`src/rtl/serial_frame_capture.sv`:
```
// Captures the DATA_W-bit payload that follows a pattern-detect pulse and holds it behind a valid/ack handshake.
// Optional trailing even-parity check is built when SERIAL_FRAME_PARITY_CHECK_EN is defined.
module serial_frame_capture #(
    parameter  int DATA_W = 4,
    localparam int CNT_W  = $clog2(DATA_W + 1)
) (
    input  logic              clk,
    input  logic              rst,
    input  logic              in,
    input  logic              start,
    input  logic              ack,
    output logic [DATA_W-1:0] data_out,
    output logic              valid,
    output logic              busy,
    output logic              overrun,
    output logic              par_err
);

`ifdef SERIAL_FRAME_PARITY_CHECK_EN
    typedef enum logic [1:0] {IDLE = 2'd0, SHIFT = 2'd1, PAR = 2'd2, DONE = 2'd3} state_t;
`else
    typedef enum logic [1:0] {IDLE = 2'd0, SHIFT = 2'd1, DONE = 2'd3} state_t;
`endif

    localparam logic [CNT_W-1:0] LAST_CNT = CNT_W'(DATA_W - 1);

    function automatic logic odd_parity(input logic [DATA_W-1:0] word);
        return ^word;
    endfunction

    state_t              state_q;
    logic [DATA_W-1:0]   shreg_q;
    logic [DATA_W-1:0]   shreg_d;
    logic [CNT_W-1:0]    count_q;
    logic [DATA_W-1:0]   data_q;
    logic                valid_q;
    logic                busy_q;
    logic                overrun_q;
    logic                last_s;

    // Next shift-register value and detection of the final payload sample
    always_comb begin
        shreg_d = DATA_W'({shreg_q, in});
        last_s  = (count_q == LAST_CNT);
    end

`ifdef SERIAL_FRAME_PARITY_CHECK_EN
    logic par_err_q;
    assign par_err = par_err_q;
`else
    assign par_err = 1'b0;
`endif

    // Frame capture FSM with all outputs registered
    always_ff @(posedge clk) begin
        if (rst) begin
            state_q   <= IDLE;
            shreg_q   <= '0;
            count_q   <= '0;
            data_q    <= '0;
            valid_q   <= 1'b0;
            busy_q    <= 1'b0;
            overrun_q <= 1'b0;
`ifdef SERIAL_FRAME_PARITY_CHECK_EN
            par_err_q <= 1'b0;
`endif
        end else begin
            case (state_q)
                // The start edge itself samples the MSB, so IDLE and SHIFT share the shift path.
                IDLE, SHIFT: begin
                    if ((state_q == SHIFT) || start) begin
                        shreg_q <= shreg_d;
                        count_q <= count_q + CNT_W'(1);
                        busy_q  <= 1'b1;
                        if (last_s) begin
`ifdef SERIAL_FRAME_PARITY_CHECK_EN
                            state_q <= PAR;
`else
                            state_q <= DONE;
                            data_q  <= shreg_d;
                            valid_q <= 1'b1;
`endif
                        end else begin
                            state_q <= SHIFT;
                        end
                    end else begin
                        state_q <= IDLE;
                    end
                end
`ifdef SERIAL_FRAME_PARITY_CHECK_EN
                PAR: begin
                    state_q   <= DONE;
                    data_q    <= shreg_q;
                    valid_q   <= 1'b1;
                    par_err_q <= odd_parity(shreg_q) ^ in;
                end
`endif
                DONE: begin
                    if (ack) begin
                        state_q   <= IDLE;
                        count_q   <= '0;
                        valid_q   <= 1'b0;
                        busy_q    <= 1'b0;
                        overrun_q <= 1'b0;
`ifdef SERIAL_FRAME_PARITY_CHECK_EN
                        par_err_q <= 1'b0;
`endif
                    end else if (start) begin
                        overrun_q <= 1'b1;
                    end else begin
                        state_q <= DONE;
                    end
                end
                default: begin
                    state_q <= IDLE;
                    count_q <= '0;
                    valid_q <= 1'b0;
                    busy_q  <= 1'b0;
                end
            endcase
        end
    end

    assign data_out = data_q;
    assign valid    = valid_q;
    assign busy     = busy_q;
    assign overrun  = overrun_q;

endmodule

```
`config.mk`:
```
export PLATFORM = sky130hd
export DESIGN_NAME = serial_frame_capture
export DESIGN_NICKNAME = d
export VERILOG_FILES = /design/src/rtl/serial_frame_capture.sv
export SDC_FILE = /design/constraint.sdc
export NUM_CORES = 1
export LEC_CHECK = 0
export ABC_AREA = 0
export CAP_MARGIN = 20
export CORE_AREA = 2 2 46 48
export DETAILED_ROUTE_END_ITERATION = 10
export DIE_AREA = 0 0 48 50
export PLACE_DENSITY_LB_ADDON = 0.08
export SYNTH_ARGS = -nofsm -noshare
export SYNTH_HDL_FRONTEND = slang
export SYNTH_SLANG_ARGS = --single-unit
```
`constraint.sdc`:
```
create_clock -name clk -period 1.8 [get_ports clk]
set_input_delay 0.36 -clock clk [delete_from_list [all_inputs] [get_ports clk]]
set_output_delay 0.36 -clock clk [all_outputs]
set_load 0.02 [all_outputs]
```
### Word level (Yosys, flattened, before mapping)

Cells that the tools add are included.

* output and inout port bits: 8
* bits of input ports: 5
* logic and storage cells: 40
* register bits after elaboration: 15

* equality and inequality tests: 7
* reduce and logical (&&, ||, !) cells: 9
* $add $sub $neg: 1
* mux-type cells: 16

Operator list (number)
* 2-bit 2-to-1 mux: 4
* 1-bit 2-to-1 mux: 6
* 3-bit 2-to-1 mux: 2
* 2-bit inequality test, second input constant: 3
* 3-bit one-hot mux with 2 select lines: 1
* 2-bit AND reduction: 3
* 3-bit AND reduction: 2
* 1-bit one-hot mux with 2 select lines: 2
* 2-bit one-hot mux with 2 select lines: 1
* 3-bit by 1-bit adder with 3-bit output, second input constant: 1
* 3-bit by 2-bit equality test with 1-bit output, second input constant: 1
* 3-bit inequality test, second input constant: 1
* 2-bit by 1-bit equality test with 1-bit output, second input constant: 1
* 2-bit equality test, second input constant: 1
* 2-bit logical NOT: 1
* 2-bit nonzero test: 1
* 2-bit OR reduction: 1
* 1-bit logical OR: 1

### Longest topological paths before layout

Gate-level depths: netlist (run 1).

* depth after elaboration: 4
* gate-level depth with buffers: 5
* depth with buffers taken out: 5

### Least setup slack after synthesis (run 1)

Ideal clock, no wire load.

* path type: register -> register
* from: reg count_q[0]
* to: reg state_q[1]
* data required time: 1714 ps
* setup time: 86 ps
* buffers on the path: 0
* slack: 584 ps
* cell stages (with the launch flop): 6
* period minus slack after synthesis: 1216 ps
* arrival: 1129 ps
* cells stage by stage: dfxtp_1 -> ha_1 -> ha_1 -> inv_1 -> or2_4 -> a221oi_2

* longest elaborated chain between the ends: 4

RTL lines
* start, declared: line 34 `logic [CNT_W-1:0] count_q;`
* start signal, assigned: line 73 `count_q <= count_q + CNT_W'(1);`
* 3-bit by 2-bit equality test with 1-bit output: line 44 `last_s = (count_q == LAST_CNT);`
* 2-bit 2-to-1 mux: line 75 `if (last_s) begin`
* 2-bit 2-to-1 mux: line 71 `if ((state_q == SHIFT) || start) begin`
* 2-bit one-hot mux with 2 select lines: line 68 `case (state_q)`
* end signal, assigned: line 79 `state_q <= DONE;`
* end signal, assigned: line 84 `state_q <= SHIFT;`
* end signal, assigned: line 87 `state_q <= IDLE;`
* end, declared: line 31 `state_t state_q;`

Every way passes these cells.
A chain may end at the register's enable or synchronous reset.

### Final worst setup path (run 1)

* from: reg busy_q (netlist: busy)
* to: out busy

RTL lines
* start, declared: line 37 `logic busy_q;`
* start signal, assigned: line 62 `busy_q <= 1'b0;`
* start signal, assigned: line 74 `busy_q <= 1'b1;`
* start signal, assigned: line 103 `busy_q <= 1'b0;`
* end, declared: line 14 `output logic busy,`

No word-level cell between the ends.

==> results.toml, run 1 <==
[drt]
drt-total-wl_mm = 1.294
drcViolationCount = 0
vias = 566
wire_per_inst_um = 10.87
firstDrtPassIters = 4
ant_nets = 0
drt_iter0_markers = 10
viasPerCell = 4.756

[floorplanning]
rows = 16
die_h_um = 50
coreArea_mm2 = 0.001902
start_util_pct = 37.24
die_w_um = 48
pin_count = 13
die_area_mm2 = 0.002400

[critical_path]
crit_path_max_incr_delay_ns = 0.61
arrival_ns = 1.24
critical-path-slowest-cell = "clkdlybuf4s50_1"
crit_chain = "clkdlybuf4s50_1"
path_max_fanout = 3
endpoint_kind = "primary output"
cp_num_buf_inv = 1
crit_path_start_kind = "flop"
cp.required_ns = 1.44
cp_top_family = "buffers and inverters"
rrSetupSlack_ns = 0.46
crit_type = "reg -> out"

[job]
drv_cap = 0

[synth]
yosysWarningCount = 0
yosys-top-cells-area = "dfxtp_1, o21ai_0, nor2b_1"
seq_area_frac_synth_pct = 42.40
syn_area_um2 = 708.2
synth_largest_area_cell = "dfxtp_1"
synth_top_area_share_pct = 42.40
synth_seq_cells = 15
netlist_instances = 79
syn_area_per_cell_um2 = 8.964
synth_nets = 86
netlist-cell-type-count = 28

[finish]
final_cell_mix = "o21ai_0, dfxtp_1, clkdlybuf4s50_1"
layout.nets = 100
antenna_cells = 0
n_fill_cell = 195
drive_above_1_share_pct = 10.87
area_growth_pct = 22.97
post-route-util_pct = 45.79

[placed_design]
post-place-ws_ns = 0.2063
place_congestion = 0.7448
hpwl_um = 911.7
io_buffers = 11

[clock_network]
cts_setup_buffers = 0
cts_root_buf = "clkbuf_4"
cts.repair.resized = 0
clk_pin_slew_worst_paths_ns = 0.10
clock-sinks = 15
cts_buffers = 3
ctsLongestPathBuffers = 2
tritoncts = "built"
h-tree-depth = 1
cts_hold_buffers = 0
worst_skew_pair.late_latency_ns = 0.28

[global_routing]
grt_pass1_vias = 509
overflow = 0
grt_pass1_wl_mm = 2.283
grt_max_degree = 19
grt_usage_pct = 13.26
antenna_found_initial = 0

[sta]
setup_viol = 0
skew_ns = 0.007011
fin_crit_sh_pct = 88.65
worst_slack_ns = 0.2044
setup_tns_ns = 0
finalHoldViolations = 0
rsz0062_at_grt = "no"
fmax_ghz = 0.6267
period_minus_slack_ns = 1.596
slew_viol_final = 0

[min_path]
hold_path.class = "reg -> reg"

[power_and_ir_drop]
power_density_mw_per_mm2 = 757.1
cellLeakagePower_nw = 0.3281
ir_drop_v = 0.0003513

[run_status]
outcome = "finished clean"
cell usage after synthesis (all sizes together):
library cell,n
dfxtp,15
o21ai,15
inv,6
nor2b,6
nor2,5
buf,4
nand2b,4
a21oi,3
a221oi,3
mux2i,3
ha,2
a22oi,1
a311oi,1
a31oi,1
and2b,1
and3b,1
clkbuf,1
conb,1
nand2,1
nor3b,1
o21bai,1
o22ai,1
or2,1
or2b,1
worst reg2reg max path, delay by kind of cell (launching register included):
kind / cells / cell delay [ns]
flip-flops: 1 / 0.40
AND/OR/NAND/NOR: 1 / 0.28
AO/OA/AOI/OAI: 1 / 0.20
adder cells (fa/ha/maj): 2 / 0.31
buffers and inverters: 1 / 0.08
layout make-up:
cell class | instances | area, um2 | share of cell area, %
clock buffers | 3 | 22.52 | 2.586
inverters | 6 | 22.52 | 2.586
multi-input cells | 53 | 354.1 | 40.66
well taps | 27 | 33.78 | 3.879
flip-flops and latches | 15 | 300.3 | 34.48
repair buffers | 14 | 132.6 | 15.23
clock inverters | 1 | 5.005 | 0.5747
path summary, 6_finish.rpt:
path	from	to	depth (start not counted)
worst max-delay path	busy	busy	1
worst min-delay path	shreg_q[2]	data_out[3]	2
worst max register to register	count_q[0]	state_q[1]	5
worst min register to register	shreg_q[2]	data_out[3]	2
layer usage:
metal	global-route usage [%]	up-vias	share of wire [%]
met1	19.33	252	54
met3	4.029	2	4.5
met4	6.757	0	1.1
met2	17.11	13	40
met5	0	-	0
li1	-	299	-
sequential cells by signal, indices dropped and copies added (netlist names):
signal	cells
data_out	4
count_q	3
shreg_q	3
state_q	2
busy	1
overrun	1
valid	1
cell families after synthesis:
kind of cell / after synthesis / synth area share, %
other: 1 / 0.5295
AND/OR/NAND/NOR: 21 / 17.67
adder cells (fa/ha/maj): 2 / 3.533
multiplexers: 3 / 4.240
AO/OA/AOI/OAI: 26 / 24.03
buffers and inverters: 11 / 7.596
flip-flops: 15 / 42.40
where the power goes:
group          internal (mW)  switching (mW)
Combinational         0.0502          0.0511
Clock                 0.0824           0.109
Sequential             0.350          0.0165
Total                  0.483           0.177
through the flow:
step / instance area, um2 / power (mW) / hold WS, ns / cells
finish: 870.8 / 0.6593 / 0.4925 / 119
global route: 870.8 / 0.7090 / 0.5369 / 119
CTS: 870.8 / 0.6718 / 0.4908 / 119
detailed placement: 843.3 / 0.4762 / 0.4767 / 115
global placement: 843.3 / 0.4753 / 0.4861 / 115
floorplan: 708.2 / 0.4405 / 0.4493 / 79
(Power assumes the default switching activity.)
==> run 2: changes to the inputs <==
CTS_CLUSTER_SIZE = 14   (was not set)
==> results of run 2 <==
Final layout, timing and power as in run 1 (identical DEF).
